`src/rtl/cache_fill_if.sv`:
```
// cache_fill_if
//   Groups the miss request, memory return and cache write signals of one
//   cache fill engine.
//
//   Handshake semantics, in one place:
//     miss_detected     : one-cycle request from the cache. The FSM only
//                         looks at it while idle. There is no ready; the
//                         cache holds its miss until fsm_busy rises.
//     mem_read          : one read request per cycle while high. Memory has
//                         no ready and accepts every request it sees.
//     memory_data_valid : one returned word per high cycle, in request order.
//                         There is no backpressure, so the FSM takes every
//                         valid beat during a fill.
//     write_data_array / write_tag_array : single-cycle write strobes to the
//                         cache arrays. They are qualified by nothing else.
//
//   Modports:
//     master : cache/memory side. It drives the miss and return signals.
//     slave  : the fill FSM.
interface cache_fill_if #(
    parameter int ADDR_WIDTH = 16,
    parameter int DATA_WIDTH = 16
);
    logic                  miss_detected;
    logic [ADDR_WIDTH-1:0] miss_address;
    logic                  memory_data_valid;
    logic [DATA_WIDTH-1:0] memory_data;
    logic                  fsm_busy;
    logic                  mem_read;
    logic [ADDR_WIDTH-1:0] memory_address;
    logic                  write_data_array;
    logic                  write_tag_array;
    logic [ADDR_WIDTH-1:0] cache_addr;
    logic [DATA_WIDTH-1:0] cache_data;

    modport master (
        output miss_detected, miss_address, memory_data_valid, memory_data,
        input  fsm_busy, mem_read, memory_address, write_data_array,
               write_tag_array, cache_addr, cache_data
    );

    modport slave (
        input  miss_detected, miss_address, memory_data_valid, memory_data,
        output fsm_busy, mem_read, memory_address, write_data_array,
               write_tag_array, cache_addr, cache_data
    );
endinterface

```
`src/rtl/cache_fill_fsm.sv`:
```
// cache_fill_fsm
//   Miss handler placed between a 2-way cache and a multi-cycle main memory.
//   On a miss it requests every word of the missing block, one request per
//   cycle. It writes each returned word into the cache data array. It writes
//   the tag/valid/LRU metadata together with the last word.
//
//   Ports:
//     clk         : rising-edge clock
//     rst_n       : asynchronous active-low reset
//     bus         : cache_fill_if.slave. It carries miss_detected/
//                   miss_address in, memory_data_valid/memory_data in,
//                   fsm_busy, mem_read, memory_address, write_data_array,
//                   write_tag_array, cache_addr and cache_data out.
//     o_dbg_state : current FSM state (0 = IDLE, 1 = WAIT)
//
// rca_16bit: plain ripple-carry adder (carry-in 0, carry-out not needed).
module rca_16bit (
    input  logic [15:0] i_a,
    input  logic [15:0] i_b,
    output logic [15:0] o_sum
);
    logic [15:0] w_carry;

    assign w_carry[0] = 1'b0;

    genvar gi;
    generate
        for (gi = 0; gi < 16; gi++) begin : g_bit
            assign o_sum[gi] = i_a[gi] ^ i_b[gi] ^ w_carry[gi];
            if (gi < 15) begin : g_carry
                assign w_carry[gi+1] = (i_a[gi] & i_b[gi]) |
                                       (w_carry[gi] & (i_a[gi] ^ i_b[gi]));
            end
        end
    endgenerate
endmodule

module cache_fill_fsm #(
    parameter int ADDR_WIDTH      = 16,
    parameter int WORDS_PER_BLOCK = 8
) (
    input  logic             clk,
    input  logic             rst_n,
    cache_fill_if.slave      bus,
    output logic             o_dbg_state
);
    // The counters need one extra bit so that issue_cnt can hold the
    // saturated value WORDS_PER_BLOCK.
    localparam int                    CNT_W      = $clog2(WORDS_PER_BLOCK) + 1;
    localparam logic [CNT_W-1:0]      WPB        = CNT_W'(WORDS_PER_BLOCK);
    localparam logic [CNT_W-1:0]      LAST       = CNT_W'(WORDS_PER_BLOCK - 1);
    // A block holds WORDS_PER_BLOCK 16-bit words, so its byte size is 2*WPB.
    localparam logic [ADDR_WIDTH-1:0] BLOCK_MASK = ~ADDR_WIDTH'((2 * WORDS_PER_BLOCK) - 1);

    typedef enum logic {
        IDLE = 1'b0,
        WAIT = 1'b1
    } state_t;

    state_t                r_state,     w_state_next;
    logic [ADDR_WIDTH-1:0] r_base,      w_base_next;
    logic [CNT_W-1:0]      r_issue_cnt, w_issue_next;
    logic [CNT_W-1:0]      r_recv_cnt,  w_recv_next;

    logic [ADDR_WIDTH-1:0] w_issue_off;
    logic [ADDR_WIDTH-1:0] w_recv_off;
    logic [ADDR_WIDTH-1:0] w_issue_addr;
    logic [ADDR_WIDTH-1:0] w_recv_addr;

    // Word index to byte offset.
    assign w_issue_off = ADDR_WIDTH'({r_issue_cnt, 1'b0});
    assign w_recv_off  = ADDR_WIDTH'({r_recv_cnt, 1'b0});

    rca_16bit u_issue_add (
        .i_a   (r_base),
        .i_b   (w_issue_off),
        .o_sum (w_issue_addr)
    );

    rca_16bit u_recv_add (
        .i_a   (r_base),
        .i_b   (w_recv_off),
        .o_sum (w_recv_addr)
    );

    always_ff @(posedge clk or negedge rst_n) begin
        if (!rst_n) begin
            r_state     <= IDLE;
            r_base      <= '0;
            r_issue_cnt <= '0;
            r_recv_cnt  <= '0;
        end else begin
            r_state     <= w_state_next;
            r_base      <= w_base_next;
            r_issue_cnt <= w_issue_next;
            r_recv_cnt  <= w_recv_next;
        end
    end

    always_comb begin
        w_state_next         = r_state;
        w_base_next          = r_base;
        w_issue_next         = r_issue_cnt;
        w_recv_next          = r_recv_cnt;
        bus.fsm_busy         = 1'b0;
        bus.mem_read         = 1'b0;
        bus.memory_address   = '0;
        bus.write_data_array = 1'b0;
        bus.write_tag_array  = 1'b0;
        bus.cache_addr       = '0;
        bus.cache_data       = '0;

        case (r_state)
            IDLE: begin
                w_issue_next = '0;
                w_recv_next  = '0;
                if (bus.miss_detected) begin
                    w_base_next  = bus.miss_address & BLOCK_MASK;
                    w_state_next = WAIT;
                end
            end

            WAIT: begin
                bus.fsm_busy   = 1'b1;
                bus.mem_read   = (r_issue_cnt < WPB);
                // Gated so that the saturated count (base + block size)
                // never appears on the bus, even for the top block.
                if (bus.mem_read) begin
                    bus.memory_address = w_issue_addr;
                    w_issue_next       = r_issue_cnt + CNT_W'(1);
                end

                bus.cache_addr = w_recv_addr;
                bus.cache_data = bus.memory_data;
                if (bus.memory_data_valid) begin
                    bus.write_data_array = 1'b1;
                    w_recv_next          = r_recv_cnt + CNT_W'(1);
                    if (r_recv_cnt == LAST) begin
                        bus.write_tag_array = 1'b1;
                        w_state_next        = IDLE;
                    end
                end
            end

            default: begin
                w_state_next = IDLE;
            end
        endcase
    end

    assign o_dbg_state = (r_state == WAIT);
endmodule

```
`src/flat_wrapper.sv`:
```
// flat-port wrapper written by rule: the top's interface ports become plain ports
module cache_fill_fsm_flat 
#(
    parameter int ADDR_WIDTH      = 16,
    parameter int WORDS_PER_BLOCK = 8
)
  (clk, rst_n, o_dbg_state, bus_miss_detected, bus_miss_address, bus_memory_data_valid, bus_memory_data, bus_fsm_busy, bus_mem_read, bus_memory_address, bus_write_data_array, bus_write_tag_array, bus_cache_addr, bus_cache_data);
  cache_fill_if #(.ADDR_WIDTH(ADDR_WIDTH), .DATA_WIDTH(16)) bus_i ();
  input  logic clk;
  input  logic rst_n;
  output logic o_dbg_state;
  input wire logic [$bits(bus_i.miss_detected)-1:0] bus_miss_detected;
  input wire logic [$bits(bus_i.miss_address)-1:0] bus_miss_address;
  input wire logic [$bits(bus_i.memory_data_valid)-1:0] bus_memory_data_valid;
  input wire logic [$bits(bus_i.memory_data)-1:0] bus_memory_data;
  output wire logic [$bits(bus_i.fsm_busy)-1:0] bus_fsm_busy;
  output wire logic [$bits(bus_i.mem_read)-1:0] bus_mem_read;
  output wire logic [$bits(bus_i.memory_address)-1:0] bus_memory_address;
  output wire logic [$bits(bus_i.write_data_array)-1:0] bus_write_data_array;
  output wire logic [$bits(bus_i.write_tag_array)-1:0] bus_write_tag_array;
  output wire logic [$bits(bus_i.cache_addr)-1:0] bus_cache_addr;
  output wire logic [$bits(bus_i.cache_data)-1:0] bus_cache_data;
  assign bus_i.miss_detected = bus_miss_detected;
  assign bus_i.miss_address = bus_miss_address;
  assign bus_i.memory_data_valid = bus_memory_data_valid;
  assign bus_i.memory_data = bus_memory_data;
  assign bus_fsm_busy = bus_i.fsm_busy;
  assign bus_mem_read = bus_i.mem_read;
  assign bus_memory_address = bus_i.memory_address;
  assign bus_write_data_array = bus_i.write_data_array;
  assign bus_write_tag_array = bus_i.write_tag_array;
  assign bus_cache_addr = bus_i.cache_addr;
  assign bus_cache_data = bus_i.cache_data;
  cache_fill_fsm #(.ADDR_WIDTH(ADDR_WIDTH), .WORDS_PER_BLOCK(WORDS_PER_BLOCK)) u_core (.clk(clk), .rst_n(rst_n), .bus(bus_i), .o_dbg_state(o_dbg_state));
endmodule
```
`config.mk`:
```
export PLATFORM = sky130hd
export DESIGN_NAME = cache_fill_fsm_flat
export DESIGN_NICKNAME = d
export VERILOG_FILES = /design/src/rtl/cache_fill_if.sv /design/src/rtl/cache_fill_fsm.sv /design/src/flat_wrapper.sv
export SDC_FILE = /design/constraint.sdc
export NUM_CORES = 1
export LEC_CHECK = 0
export ABC_CLOCK_PERIOD_IN_PS = 3240
export CORE_ASPECT_RATIO = 1.1
export CORE_MARGIN = 2
export CORE_UTILIZATION = 35
export CTS_BUF_LIST = sky130_fd_sc_hd__clkbuf_16
export DETAILED_ROUTE_END_ITERATION = 7
export PLACE_DENSITY = 0.78
export SETUP_SLACK_MARGIN = 0.02
export SYNTH_ARGS = -nofsm -noshare
export SYNTH_HDL_FRONTEND = slang
export SYNTH_SLANG_ARGS = --single-unit
```
`constraint.sdc`:
```
create_clock -name clk -period 3.24 [get_ports clk]
set_input_delay 0.648 -clock clk [delete_from_list [all_inputs] [get_ports clk]]
set_output_delay 0.648 -clock clk [all_outputs]
set_load 0.02 [all_outputs]
```
# == After elaboration in Yosys (flattened, before gate mapping) ==
# Index checks and enable logic that the tools add are counted.
# classes
n_eq_ne,3
mux,19
n_bitwise,47
n_reduce_logical,1
n_lt_le_gt_ge,1
n_addsub,2
# op_table
cell,count
16-bit two-way mux,4
1-bit bitwise XOR,24
1-bit bitwise AND,22
4-bit one-hot mux with 2 select lines,2
1-bit two-way mux,10
"4-bit by 1-bit adder with 4-bit output, second input constant",2
4-bit two-way mux,2
"4-bit by 3-bit == test with 1-bit output, second input constant",1
"4-bit < comparator, second input constant",1
"2-bit inequality test, second input constant",2
1-bit one-hot mux with 2 select lines,1
2-bit AND reduction,1
1-bit NOT,1
# totals
ff_bits,21
wordCells,77
out_inout_bits,53
in_bits,36

# == Logic depth before layout (Yosys ltp) ==
# depth
ltp_word,14
ltp_mapped,13
mapped_depth_nobuf,13

# == By module ==
# Synthesis repeated with hierarchy kept, for this count alone.
# unflattened
cells_unflattened,159
area_unflattened_um2,1914.3
# modules_own_cells
module,cells_each,area_each_um2,seq_area_each_um2,n_inst
cache_fill_fsm,117,1243.7,525.5,1
rca_16bit,21,335.3,0.0,2

# == Worst setup path after synthesis ==
# OpenSTA, ideal clock, no wires.
# synth_path
path_type,flip-flop to output port
startpoint,reg u_core.r_issue_cnt[3]
endpoint,out bus_memory_address[15]
required_ns,2.592
path_stages_with_launch,14
arrival_time_ns,2.661
path_slack_ns,-0.069
path_buffers,0
path_cell_list,dfrtp_1 -> and2_1 -> ha_1 -> ha_1 -> ha_1 -> ha_1 -> ha_1 -> ha_1 -> ha_1 -> ha_1 -> ha_1 -> ha_1 -> xor2_1 -> and2_1
# synth_via
elab_chain_cells,14
word_cells_on_any_way,15
classes_between,order compare (1); mux (2); bitwise (12)
# synth_lines
item,line,rtl
start: declaration,cache_fill_fsm.sv:62,"logic [CNT_W-1:0] r_issue_cnt, w_issue_next;"
start signal: assignment,cache_fill_fsm.sv:95,r_issue_cnt <= w_issue_next;
1-bit bitwise AND,cache_fill_fsm.sv:31,assign w_carry[gi+1] = (i_a[gi] & i_b[gi]) |
1-bit bitwise AND (10 in series),cache_fill_fsm.sv:32,(w_carry[gi] & (i_a[gi] ^ i_b[gi]));
1-bit bitwise XOR,cache_fill_fsm.sv:29,assign o_sum[gi] = i_a[gi] ^ i_b[gi] ^ w_carry[gi];
16-bit two-way mux *,cache_fill_fsm.sv:128,if (bus.mem_read) begin
16-bit two-way mux *,cache_fill_fsm.sv:113,case (r_state)
end: declaration,flat_wrapper.sv:18,output wire logic [$bits(bus_i.memory_address)-1:0] bus_memory_address;
# Every way passes the cells marked *; elsewhere a longest branch is shown, timed or not.

# == Worst setup path in the final report ==
# layout_path
startpoint,reg u_core.r_base[4]
endpoint,out bus_cache_addr[15]
# layout_via
elab_chain_cells,13
# layout_lines
item,line,rtl
start: declaration,cache_fill_fsm.sv:61,"logic [ADDR_WIDTH-1:0] r_base, w_base_next;"
start signal: assignment,cache_fill_fsm.sv:94,r_base <= w_base_next;
1-bit bitwise AND,cache_fill_fsm.sv:31,
1-bit bitwise AND (10 in series),cache_fill_fsm.sv:32,
1-bit bitwise XOR,cache_fill_fsm.sv:29,
16-bit two-way mux,cache_fill_fsm.sv:113,
end: declaration,flat_wrapper.sv:21,output wire logic [$bits(bus_i.cache_addr)-1:0] bus_cache_addr;
# Every way passes these cells.

==> out/metrics.yaml <==
status: "complete, but fails checks"
violations: "setup timing"
p_sw_mw: 0.991
synth_flop_cell: "dfrtp_1"
start_kind: "flop"
crit_path_start: "u_core.r_base[4]"
final-hold-violation-count: 0
critPathSlowestCell: "dfrtp_1"
path_clk_slew_ps: 50
place_hpwl_mm: 2.62
synth_commonest_cells: "and2_1, ha_1, dfrtp_1"
power_mw: 2.46
fin_skew_ps: 1.04
fin_ws_ps: -200
required_ps: 2590
synth_cell_types: 22
dieWidth_um: 67.3
syn_area_per_cell_um2: 11.0
vias: 1262
cts_sinks: 21
antenna_found_initial: 0
die-area_um2: 4960
grt_usage_pct: 15.0
routedWlPerCell_um: 13.4
grt_pass1_vias: 1200
clock_latency_ps: 250
power.density_nw_per_um2: 892
rsz0062_at_grt: "yes"
cpPeakStageDelay_ps: 400
arrival_ps: 2790
crit_chain: "ha_2, ha_4, ha_4, ha_4, ha_4, ha_4, ha_4, ha_4, ha_4, ha_4, ha_4, xor2_1, and2_4, buf_6"
tns_ps: -644
clockPowerShare_pct: 10.2
tightest_slew_ps: 944
fin_crit_ps: 3440
drive_above_1_share_pct: 27.2
io_buffers: 82
ir_drop_mv: 0.648
cp_max_fo: 3
firstDrtPassIters: 4
synthesis.area_um2: 1540
seq_area_frac_synth_pct: 34.0
drt_iter0_drc: 27
overflow: 0
power_frac_seq_pct: 23.2
drc: 0
row_count: 25
cts_buffers: 3
p_leak_nw: 1.14
critPathCaptureType: "primary output"
die_h_um: 73.7
fmax_ghz: 0.291
r2r_start: "u_core.o_dbg_state"
setup_viol: 4
clockBufferDepth: 2
finalMaxSlewViolations: 0
holdBufCountCts: 0
synth_top_area_share_pct: 34.0
core_um2: 4290
power_switching_share_pct: 40.3
power.internal_mw: 1.47
combPwrFrac_pct: 66.6
nNetsFinal: 284
crit_type: "reg -> out"
synth_edf_count: 0
fillers: 351
path_buf_inv: 1
critPathMostFrequentCell: "ha_4"
cap_violations: 0
cp_top_family: "adder cells"
yosysMostFrequentCell: "and2_1"
io_pins: 89
cts_tree: "built"
dpl.cell_count: 273
postSynthCellCount: 140
routed_wirelength_mm: 3.71
drt.antenna.violating_nets: 0
yosys_warnings: 0
relSlewSlack_pct: 36.8
fin_util_pct: 64.3
grt_pass1_wl_mm: 5.66
async_reset_ff_share_pct: 100
synth-seq-cells: 21
antenna_cells: 0
min_from: "u_core.r_base[15]"
cts_root_buffer: "clkbuf_16"
yosys.area.top_type: "dfrtp_1"
instances_no_fill: 278
grt_start_max_net_pins: 26
synthTopCellsByArea: "dfrtp_1, and2_1, ha_1"
area_growth_syn_to_layout_pct: 78.4
post-route-period-util_pct: 106
initial_utilization_pct: 36.0
gp_congestion: 0.685
htreeDepth: 1
hold_path_class: "reg -> reg"
drt-vias-per-instance: 4.54
==> final cells by class <==
| cell class | count | area (um^2) | share of cell area [%] |
|---|---|---|---|
| repair buffers | 88 | 858 | 31.2 |
| multi-input cells | 111 | 1220 | 44.4 |
| clock inverters | 1 | 3.75 | 0.136 |
| clock buffers | 3 | 75.1 | 2.72 |
| well taps | 54 | 67.6 | 2.45 |
| flip-flops and latches | 21 | 527 | 19.1 |
==> layout by cell type (no fill, tap or decap), types with 3 or more instances in the layout <==
cell type,count
and2_1,46
and2_4,6
buf_4,6
buf_6,6
clkbuf_16,3
clkdlybuf4s50_1,70
dfrtp_1,20
dlygate4sd2_1,4
ha_4,19
mux2_4,10
nor2b_1,3
xnor2_1,4
xor2_1,3
==> through the flow <==
stage | hold slack [ps] | area [um^2] | setup WS, ps
5_1_grt | 620 | 2760 | -277
3_5_place_dp | 539 | 2440 | -653
4_1_cts | 577 | 2760 | -215
6_report | 590 | 2760 | -200
3_3_place_gp | 535 | 2440 | -612
2_1_floorplan | 352 | 1570 | 20.7
==> path summary, 6_finish.rpt <==
check / to / slack (ps) / cells after the start
worst max-delay path: bus_cache_addr[15] / -200 / 14
worst min-delay path: u_core.r_base[15] / 590 / 1
worst max register to register: u_core.r_base[14] / 1820 / 4
worst min register to register: u_core.r_base[15] / 590 / 1
max in group asynchronous: u_core.r_issue_cnt[3] / 1670 / 1
min in group asynchronous: u_core.r_base[9] / 930 / 1
==> kinds of logic after synthesis <==
family	share of synthesized area, %
AO/OA/AOI/OAI	0.405
XOR/XNOR	3.97
adder cells (fa/ha/maj)	18.6
buffers and inverters	3.65
flip-flops	34.0
multiplexers	12.5
other	0.243
AND/OR/NAND/NOR	26.6
==> flip-flops by register name, indices dropped and copies added, names as in the netlist <==
register / flops
u_core.r_base: 12
u_core.r_issue_cnt: 4
u_core.r_recv_cnt: 4
u_core.o_dbg_state: 1
==> power by group through the flow <==
stage          sequential, mW  clock (mW)  combinational (mW)
2_1_floorplan           0.507           0               0.916
3_3_place_gp            0.511           0                1.56
3_5_place_dp            0.517           0                1.58
4_1_cts                 0.570       0.260                1.64
5_1_grt                 0.592       0.272                1.77
6_report                0.569       0.251                1.64
==> what timing repair did <==
action / 4_1_cts / 5_1_grt
setup endpoints to repair: 12 / 8
setup buffers: 0 / 1
gates resized for setup: 82 / 2
pin swaps: 4 / 0
==> metal layers <==
metal  global-route usage [%]  part of all wire, %
met5                        0                    0
met4                     1.36                 0.30
met3                     3.83                  4.7
met2                     27.0                   53
met1                     18.5                   42
No activity file was read; power rests on OpenSTA's default activity.
